## src/rtl/rs_issue_queue.sv

```systemverilog
// ============================================================================
// Module   : rs_issue_queue
// Brief    : In-order two-operand reservation queue with CDB snoop/bypass.
//            Optional synchronous flush port enabled by defining RSQ_FLUSH_EN.
// Revision : 1.0
// ============================================================================
`default_nettype none

module rs_issue_queue #(
  parameter int DEPTH    = 4,
  parameter int DATA_W   = 32,
  parameter int TAG_W    = 4,
  parameter int OP_W     = 2,
  parameter int TAG_BASE = 1
) (
  input  logic                     clk,
  input  logic                     nRST,
  input  logic                     in_valid,
  output logic                     in_ready,
  input  logic [OP_W-1:0]          in_op,
  input  logic [DATA_W-1:0]        in_data1,
  input  logic [DATA_W-1:0]        in_data2,
  input  logic [TAG_W-1:0]         in_tag1,
  input  logic [TAG_W-1:0]         in_tag2,
  output logic [TAG_W-1:0]         alloc_id,
  input  logic                     bc_en,
  input  logic [TAG_W-1:0]         bc_tag,
  input  logic [DATA_W-1:0]        bc_data,
  output logic                     out_valid,
  input  logic                     out_ready,
  output logic [OP_W-1:0]          out_op,
  output logic [DATA_W-1:0]        out_data1,
  output logic [DATA_W-1:0]        out_data2,
  output logic [TAG_W-1:0]         out_id,
`ifdef RSQ_FLUSH_EN
  input  logic                     flush,
`endif
  output logic [$clog2(DEPTH):0]   count
);

  localparam int                 c_PTR_W = $clog2(DEPTH);
  localparam logic [c_PTR_W:0]   c_FULL  = (c_PTR_W+1)'(DEPTH);
  localparam logic [TAG_W-1:0]   c_BASE  = TAG_W'(TAG_BASE);

  logic                 r_busy  [DEPTH];
  logic [OP_W-1:0]      r_op    [DEPTH];
  logic [TAG_W-1:0]     r_tag1  [DEPTH];
  logic [TAG_W-1:0]     r_tag2  [DEPTH];
  logic [DATA_W-1:0]    r_data1 [DEPTH];
  logic [DATA_W-1:0]    r_data2 [DEPTH];
  logic [c_PTR_W-1:0]   r_rd_ptr;
  logic [c_PTR_W-1:0]   r_wr_ptr;
  logic [c_PTR_W:0]     r_count;

  logic w_flush;
  logic w_snoop;
  logic w_byp1;
  logic w_byp2;
  logic w_issue;
  logic w_write;

`ifdef RSQ_FLUSH_EN
  assign w_flush = flush;
`else
  assign w_flush = 1'b0;
`endif

  // Tag 0 means "ready", so a zero broadcast tag must never resolve anything.
  assign w_snoop   = bc_en && (bc_tag != '0);
  assign w_byp1    = w_snoop && (in_tag1 == bc_tag);
  assign w_byp2    = w_snoop && (in_tag2 == bc_tag);

  assign out_valid = r_busy[r_rd_ptr] && (r_tag1[r_rd_ptr] == '0) && (r_tag2[r_rd_ptr] == '0);
  assign out_op    = r_op[r_rd_ptr];
  assign out_data1 = r_data1[r_rd_ptr];
  assign out_data2 = r_data2[r_rd_ptr];
  assign out_id    = r_busy[r_rd_ptr] ? (c_BASE + TAG_W'(r_rd_ptr)) : '0;

  assign w_issue   = out_valid && out_ready;
  assign in_ready  = (r_count != c_FULL) || w_issue;
  assign w_write   = in_valid && in_ready;
  assign alloc_id  = c_BASE + TAG_W'(r_wr_ptr);
  assign count     = r_count;

  always_ff @(posedge clk or negedge nRST) begin
    if (!nRST) begin
      for (int k = 0; k < DEPTH; k++) begin
        r_busy[k]  <= 1'b0;
        r_op[k]    <= '0;
        r_tag1[k]  <= '0;
        r_tag2[k]  <= '0;
        r_data1[k] <= '0;
        r_data2[k] <= '0;
      end
      r_rd_ptr <= '0;
      r_wr_ptr <= '0;
      r_count  <= '0;
    end else if (w_flush) begin
      for (int k = 0; k < DEPTH; k++) begin
        r_busy[k]  <= 1'b0;
        r_op[k]    <= '0;
        r_tag1[k]  <= '0;
        r_tag2[k]  <= '0;
        r_data1[k] <= '0;
        r_data2[k] <= '0;
      end
      r_rd_ptr <= '0;
      r_wr_ptr <= '0;
      r_count  <= '0;
    end else begin
      for (int k = 0; k < DEPTH; k++) begin
        if (w_snoop && r_busy[k]) begin
          if (r_tag1[k] == bc_tag) begin
            r_tag1[k]  <= '0;
            r_data1[k] <= bc_data;
          end
          if (r_tag2[k] == bc_tag) begin
            r_tag2[k]  <= '0;
            r_data2[k] <= bc_data;
          end
        end
      end

      // Issue clear precedes the write so a full-queue write into the
      // just-freed head slot (rd_ptr == wr_ptr) wins.
      if (w_issue) begin
        r_busy[r_rd_ptr]  <= 1'b0;
        r_op[r_rd_ptr]    <= '0;
        r_tag1[r_rd_ptr]  <= '0;
        r_tag2[r_rd_ptr]  <= '0;
        r_data1[r_rd_ptr] <= '0;
        r_data2[r_rd_ptr] <= '0;
        r_rd_ptr          <= r_rd_ptr + 1'b1;
      end

      if (w_write) begin
        r_busy[r_wr_ptr]  <= 1'b1;
        r_op[r_wr_ptr]    <= in_op;
        r_tag1[r_wr_ptr]  <= w_byp1 ? '0 : in_tag1;
        r_tag2[r_wr_ptr]  <= w_byp2 ? '0 : in_tag2;
        r_data1[r_wr_ptr] <= w_byp1 ? bc_data : in_data1;
        r_data2[r_wr_ptr] <= w_byp2 ? bc_data : in_data2;
        r_wr_ptr          <= r_wr_ptr + 1'b1;
      end

      if (w_write && !w_issue) begin
        r_count <= r_count + 1'b1;
      end else if (w_issue && !w_write) begin
        r_count <= r_count - 1'b1;
      end
    end
  end

endmodule

`default_nettype wire

```

## config.mk

```make
export PLATFORM = sky130hd
export DESIGN_NAME = rs_issue_queue
export DESIGN_NICKNAME = d
export VERILOG_FILES = /design/src/rtl/rs_issue_queue.sv
export SDC_FILE = /design/constraint.sdc
export NUM_CORES = 1
export LEC_CHECK = 0
export CORE_MARGIN = 2
export CORE_UTILIZATION = 40
export DETAILED_ROUTE_END_ITERATION = 8
export SLEW_MARGIN = 5
export SYNTH_ARGS = -nofsm -noshare
export SYNTH_HDL_FRONTEND = slang
export SYNTH_SLANG_ARGS = --single-unit
```

## constraint.sdc

```tcl
create_clock -name clk -period 7.1 [get_ports clk]
set_input_delay 1.065 -clock clk [delete_from_list [all_inputs] [get_ports clk]]
set_output_delay 1.065 -clock clk [all_outputs]
set_load 0.02 [all_outputs]
```

==> results summary, run 1 <==
The portion of the clock cycle consumed by the worst path in the final layout is around 67%. The endpoint of the worst register-to-register path is r_op[3]. The top cell type by area accounts for a little under two fifths of the synthesized area. Dividing the detail-routed via count by the number of cells gives 6.59. TritonCTS built the clock tree. Static timing analysis puts the maximum clock frequency at 211 MHz. The worst reg-to-reg setup slack is around 2.6 ns.

The first routing iteration left between 2k and 2.5k violations. The min-delay analysis places its worst path in the category flop to flop. The leftover overflow at the end of global routing came out at 0. The number of setup violations in the final report is 0. The count of antenna-violating nets left after detailed routing came out at 0. The cell type of the slowest stage on the worst timing path is sky130_fd_sc_hd__dfrtp_4. The number of endpoints with negative hold slack in the final report is 0. In the synthesized netlist, the cells that appear most often are sky130_fd_sc_hd__dfrtp_1 (307), sky130_fd_sc_hd__o21ai_0 (290), sky130_fd_sc_hd__nand3_1 (260). The first detailed-routing pass took 6 iterations. The total wire length is just under 80000 um. In the final layout, flip-flops and latches occupy 7690 sq um. Summed over all instances, the cell type with the most area after synthesis is sky130_fd_sc_hd__dfrtp_1. The final non-filler cell total came out at between 2k and 3k. The worst hold path terminates at count[2]. The tree is rooted in a sky130_fd_sc_hd__clkbuf_16. The initialized floorplan defines 83 standard-cell rows.

The total core area is 51500 sq um. The floorplan step defined a die boundary enclosing between 50000 and 60000 sq um. The transition at the pin with the smallest max-transition slack came out at around 1.2 ns. The number of instances resized during post-cts repair came out at 0. For the worst flop-to-flop path, the logic depth is 7. After layout, the design draws a total of about 12 mW. The number of global-route vias before repair came to roughly 19k. The analysis attributes to cell leakage a power of around 9.4 nW. For this run, the post-layout net count is between 2k and 2.5k.

The routed layout has about 18k vias. After detailed routing, the number of remaining DRC violations is 0. The post-detailed-route wirelength per cell came out at about 29 um. The HPWL after detailed placement is 41800 um. The count of pins over their slew limit came out at 0. The synthesized area per cell came out at 10.5 sq um. Among all cell types in the netlist, the one instantiated most often is sky130_fd_sc_hd__dfrtp_1. Relative to the synthesized area, the layout overhead comes to 15.8%. The clock tree synthesis step divided the H-tree into 2 levels.

STA classifies the critical path startpoint as a flop. For this run, the share of the core covered by cells in the final layout is roughly 47%. The clock transition at the registers of the reported paths is around 0.060 ns.

The chip height came out at about 230 um. The worst register-to-register path begins at r_rd_ptr[0]. The area occupied by multi-input gates came out at around 12000 sq um. Hold repair after CTS inserted 0 buffers. The worst hold path begins at count[2]. The setup skew after layout is 0.0209 ns. After synthesis the cells add up to 20900 sq um. The power density normalized to cell area is approximately 500 nW/um^2.

The number of buffer and inverter instances along the worst setup path is 2. The run finished with clean final reports. The floorplan step set the die width to 232 um. The clock latency on the worst-skew pair came out at slightly below 0.6 ns.

The critical path goes through buf_4 -> mux4_2 -> clkdlybuf4s50_1. Once the floorplan was initialized, standard cells occupied between 40% and 50% of the core. The biggest fanout along the worst timing path is 45.

The worst max-slew margin expressed relative to the limit came out at between 10% and 20%. The minimum period implied by the final worst setup slack is about 4.7 ns. The global routing usage summed across all routing layers came out at ~29%. The sink count of the clock tree is around 310. The CTS buffer count is 39. The largest net degree at the start of global routing came out at between 90 and 100. The aggregate negative setup slack came out at 0 ns. The tool flagged a number of max-cap violations equal to 0.

The wire length of the first global-routing pass came out at 118000 um. Setup repair after global routing left no endpoint under its margin. The kind of end point of the critical path is a primary output.

The cell depth of the worst hold path is 1. The count of mapped cells out of synthesis is slightly below 2k. The share of async-settable or async-resettable flops after synthesis came out at 100%. The global placement routability congestion came out at between 0.8 and 0.9.

The number of fill cells came out at 4708. The highest ir drop seen on vdd came out at roughly 320 uV. The share of the Yosys chip area taken by registers is a little under two fifths. Once routing completed, OpenROAD measured the worst setup slack at 2.35 ns. Data on the critical path arrives at its endpoint at between 3 and 4 ns. The share of post-route cells with drive strength above 1 came out at between 20% and 30%. The critical path is of the flop to primary output type. Yosys mapped a number of flops with a built-in enable equal to 0. The total instance count after detailed placement is between 2k and 3k.

The main flop type after synthesis is sky130_fd_sc_hd__dfrtp_1. The tightest hold path in the finished design has a slack of ~0.49 ns. During synthesis, Yosys emitted a total of 0 warnings.

Among cell families on the critical path, the largest total delay comes from buffers and inverters. The post-CTS setup buffer count is 0. The total cell area at the placement stage is between 20000 and 25000 sq um. Ranked by total cell area, the synthesized netlist is headed by sky130_fd_sc_hd__dfrtp_1 (37%), sky130_fd_sc_hd__mux2_4 (14%), sky130_fd_sc_hd__mux2_2 (9.0%).

With fillers left out, the area of the finished cells amounts to between 20000 and 25000 sq um. Before CTS, the worst setup slack after placement is about 2.6 ns. STA puts the critical path data required time at roughly 6 ns. The register bit count reported by yosys came out at ~300. During placement, the flow inserted port buffers numbering 191. The top-level port count is about 190. The number of buffers on the longest clock path is 3.

The number of antenna violations at the first check in global routing was 3. The number of distinct standard cells referenced by the synthesized netlist is between 40 and 50. The worst stage delay on the critical path is 1.07 ns.
## sequential cells by signal, summed over array words and instances (netlist names)
| signal | cells |
|---|---|
| r_busy | 4 |
| count | 3 |
| r_op | 8 |
| r_tag1 | 16 |
| r_data2 | 128 |
| r_tag2 | 16 |
| r_wr_ptr | 2 |
| r_data1 | 128 |
| r_rd_ptr | 2 |
## area by class of cell
class | count | share of cell area [%]
Timing Repair Buffer | 220 | 9.04
Clock inverter | 11 | 0.595
Inverter | 8 | 0.135
Clock buffer | 59 | 4.80
Sequential cell | 307 | 31.8
Tap cell | 680 | 3.52
Multi-Input combinational cell | 1417 | 50.1
Antenna cell | 3 | 0.0311
## worst max-delay path by stage
stage	startpoint	slack, ns	cells past startpoint	end
after floorplan	bc_tag[2]	4.11	6	r_data1[121]
after CTS	r_rd_ptr[0]	2.30	3	out_data1[17]
after detailed placement	bc_tag[1]	2.64	7	r_data1[62]
after global routing	r_rd_ptr[0]	2.20	3	out_data1[17]
final	r_rd_ptr[0]	2.35	3	out_data1[0]
after global placement	bc_tag[1]	2.69	7	r_data1[59]
## power by group
part	total (mW)	internal, mW	switching (mW)
combinational	6.64	3.36	3.28
clock	2.07	1.24	0.828
sequential	3.30	2.65	0.652
## cells by family after synthesis
group           after synthesis  share of synthesized area, %
xor+xnor                     45                          1.89
mux                         429                          30.2
compound gates              580                          15.8
simple gates                351                          8.77
flops                       307                          36.8
buf+inv                     262                          5.92
fa+ha+maj                    10                         0.635
other cells                   1                        0.0180
## worst register-to-register path, delay by kind of cell (launching register included)
family | cells | cell delay [ns]
AND/OR/NAND/NOR | 2 | 0.73
multiplexers | 1 | 0.32
AO/OA/AOI/OAI | 2 | 0.53
buffers and inverters | 2 | 1.69
flip-flops | 1 | 1.07
## layout by cell type (no fill, tap or decap), types with 5 or more instances in the layout
master,Yosys,routed
sky130_fd_sc_hd__xor2_1,6,6
sky130_fd_sc_hd__buf_4,6,25
sky130_fd_sc_hd__ha_1,9,7
sky130_fd_sc_hd__clkbuf_16,0,39
sky130_fd_sc_hd__dfrtp_1,307,305
sky130_fd_sc_hd__clkbuf_8,0,11
sky130_fd_sc_hd__mux2_2,166,166
sky130_fd_sc_hd__inv_1,7,7
sky130_fd_sc_hd__a21oi_1,145,145
sky130_fd_sc_hd__mux2_4,196,196
sky130_fd_sc_hd__xnor2_1,39,39
sky130_fd_sc_hd__nand2_1,16,12
sky130_fd_sc_hd__nor4_1,5,5
sky130_fd_sc_hd__nand4_1,11,11
sky130_fd_sc_hd__nor2_1,20,20
sky130_fd_sc_hd__nand3_1,260,260
sky130_fd_sc_hd__a22oi_1,128,128
sky130_fd_sc_hd__and4_2,0,8
sky130_fd_sc_hd__clkdlybuf4s50_1,0,190
sky130_fd_sc_hd__o21ai_0,290,290
sky130_fd_sc_hd__mux4_2,66,66
sky130_fd_sc_hd__clkbuf_1,161,9
sky130_fd_sc_hd__nor2b_1,12,12
## layer usage
metal | share of wire, % | track usage, % | wire [um] | up-vias
met5 | 0 | 0 | 0 | -
met4 | 3.9 | 14.0 | 3120 | 0
met3 | 9.7 | 5.97 | 7720 | 221
met2 | 47 | 46.3 | 37000 | 1096
met1 | 40 | 37.3 | 31500 | 9115
li1 | - | - | - | 7404
No activity file was read; power rests on OpenSTA's default activity.
==> inputs of run 2 (changes only) <==
==> constraint.sdc (replaced) <==
create_clock -name clk -period 4.7 [get_ports clk]
set_input_delay 0.705 -clock clk [delete_from_list [all_inputs] [get_ports clk]]
set_output_delay 0.705 -clock clk [all_outputs]
set_load 0.02 [all_outputs]
==> results summary, run 2 (synthesis results as in run 1) <==
Result of the run: finished clean (unchanged). The setup skew after layout is 0.0250 ns (was 0.0209 ns). The number of global-route vias before repair is 18.6k (was 18.7k). The initial core utilization came out at 40.5% (unchanged). The chip height is 232 um (unchanged).

The highest ir drop seen on vdd is 428 uV (was 318 uV). The leftover overflow at the end of global routing is 0 (unchanged). The wire length on met1 came out at 32000 um (was 31500 um). The number of detailed-routing iterations run before antenna repair is 6 (unchanged). The static leakage came out at 9.56 nW (was 9.42 nW). The share of post-route cells with drive strength above 1 came to 28.0% (was 27.2%). The CTS buffer count is 37 (was 39). The total cell area at the placement stage came out at 23300 sq um (was 22900 sq um). The number of buffers on the longest clock path is 3 (unchanged). The power density normalized to cell area came out at 740 nW/um^2 (was 497 nW/um^2). The kind of end point of the critical path was a primary output (unchanged). The clock transition at the registers of the reported paths was 0.06 ns (about the same).

The biggest fanout along the worst timing path was 29 (was 45). The post-route DRC violation count is 0 (unchanged). The launching point of the worst reg2reg path is r_rd_ptr[0] (unchanged).

The wire length of the first global-routing pass came out at 118000 um (about the same). The clock latency on the worst-skew pair came out at 0.55 ns (was 0.58 ns). In the finished design, the share of the clock period the worst path needs comes to roughly 83%. The final net count is 2143 (was 2118). The HPWL after detailed placement is 45000 um (was 41800 um). The data required time of the worst path came out at 3.99 ns (was 6.03 ns). Commonest non-fill, non-tap cells in the layout: sky130_fd_sc_hd__dfrtp_1 (305), sky130_fd_sc_hd__o21ai_0 (290), sky130_fd_sc_hd__nand3_1 (260) (unchanged). The top-level port count is 194 (unchanged).

The number of setup violations in the final report came out at 0 (unchanged). The number of max-cap violations came out at 0 (unchanged). The global routing usage summed across all routing layers is 28.9% (about the same). The number of antenna violations at the first check in global routing is 3 (unchanged).

The number of fill cells is 4744 (was 4708). The aggregate negative setup slack came to 0 ns (unchanged). The total length of routed met3 wires came out at 7040 um (was 7720 um). The number of port buffers came out at 191 (unchanged). The number of hold buffers added after cts is 0 (unchanged). The number of DRC markers after the initial detailed-route iteration is 1941 (was 2182). The number of endpoints with negative hold slack in the final report is 0 (unchanged). The topmost layer with routed signal wires is met5 (was met4). Registers with the most flip-flops: r_data1 x128, r_data2 x128 (unchanged). The post-route cell area is 24500 sq um (was 24200 sq um).

Derived from the worst setup path, the maximum achievable clock frequency is about 260 MHz. The data arrival time of the critical path was 3.20 ns (was 3.68 ns). The category of the most critical setup path is flop to primary output (unchanged).

The total via count after detailed routing came out at 18.0k (was 17.8k). The count of standard-cell rows is 83 (unchanged). The die area is 54000 sq um (unchanged). The via density per instance is 6.61 (was 6.59). The die width is 232 um (unchanged). RSZ-0062 raised after global routing: false (unchanged). The most common library cell in the layout ignoring fill and taps was sky130_fd_sc_hd__dfrtp_1 (unchanged). The kind of start point of the critical path is a flop (unchanged). The total power is 18.1 mW (was 12.0 mW). The post-detailed-route wirelength per cell came to 29.4 um (was 29.3 um).

The total wire length came out at 80100 um (was 79400 um). The root buffer cell was sky130_fd_sc_hd__clkbuf_16 (unchanged). The worst setup path startpoint is r_rd_ptr[0] (unchanged). The minimum period implied by the final worst setup slack came out at approximately 3.9 ns. The sink count of the clock tree is 307 (unchanged). The global placement routability congestion is 0.824 (was 0.801). The post-CTS setup buffer count came out at 0 (unchanged). The largest net degree at the start of global routing is 156 (was 95). The detailed-routed wire length on met2 came to 37500 um (was 37000 um). The count of antenna-violating nets left after detailed routing came to 0 (unchanged). The post-layout utilization of the core is 47.5% (was 46.9%). The total number of H-tree levels came out at 2 (unchanged). The worst max-slew margin expressed relative to the limit is 22.1% (was 19.4%). The area added between synthesis and finish came out at 17.1% (was 15.8%).

The number of instances resized during post-cts repair is 0 (unchanged). The worst slack on hold paths is 0.210 ns (was 0.489 ns). The class of the tightest hold or removal check is input port to asynchronous set/reset pin (was flop to flop).

The transition at the pin with the smallest max-transition slack is 1.17 ns (was 1.21 ns). The CTS tree is done (unchanged). The total core area is 51500 sq um (unchanged). The count of pins over their slew limit came out at 0 (unchanged).
## run 2: final cells by class
cell class | count | area (sq um) | share of cell area, %
antenna | 2 | 5.00 | 0.0205
clock buffer | 53 | 1070 | 4.36
clock inverter | 11 | 87.6 | 0.358
inverter | 8 | 32.5 | 0.133
multi-input combinational | 1417 | 12100 | 49.5
sequential | 307 | 7690 | 31.4
tap | 680 | 851 | 3.48
timing repair buffer | 247 | 2630 | 10.7
## run 2: per-stage QoR
step | setup WS, ns | std cells
floorplan | 1.92 | 1986
finish | 0.796 | 2725
global placement | 1.16 | 2659
global route | 0.687 | 2725
CTS | 0.788 | 2723
detailed placement | 1.10 | 2659
## run 2: path summary, 6_finish.rpt
kind                           endpoint  slack [ns]  depth (start not counted)
max in group asynchronous  r_data1[120]        3.30                          2
min in group clk               count[2]        0.48                          1
hold / removal              r_data2[26]        0.21                          1
setup reg to reg               count[1]        1.34                          9
setup / recovery           out_data2[2]        0.80                          3
hold reg to reg                count[2]        0.48                          1
## run 2: metal layers
metal | up-vias | track usage (%)
li1 | 7435 | -
met1 | 9240 | 37.2
met2 | 1094 | 46.1
met3 | 242 | 6.21
met4 | 4 | 14.1
met5 | - | 1.56
## run 2: worst max-delay path, cell delays in order (launching register included)
cell                              delay, ns
sky130_fd_sc_hd__dfrtp_4               0.86
sky130_fd_sc_hd__buf_4                 0.52
sky130_fd_sc_hd__mux4_2                0.65
sky130_fd_sc_hd__clkdlybuf4s50_1       0.57
## run 2: power by group
group / internal, mW / switching (mW)
clock: 1.63 / 1.21
sequential: 4.00 / 0.918
combinational: 5.23 / 5.09
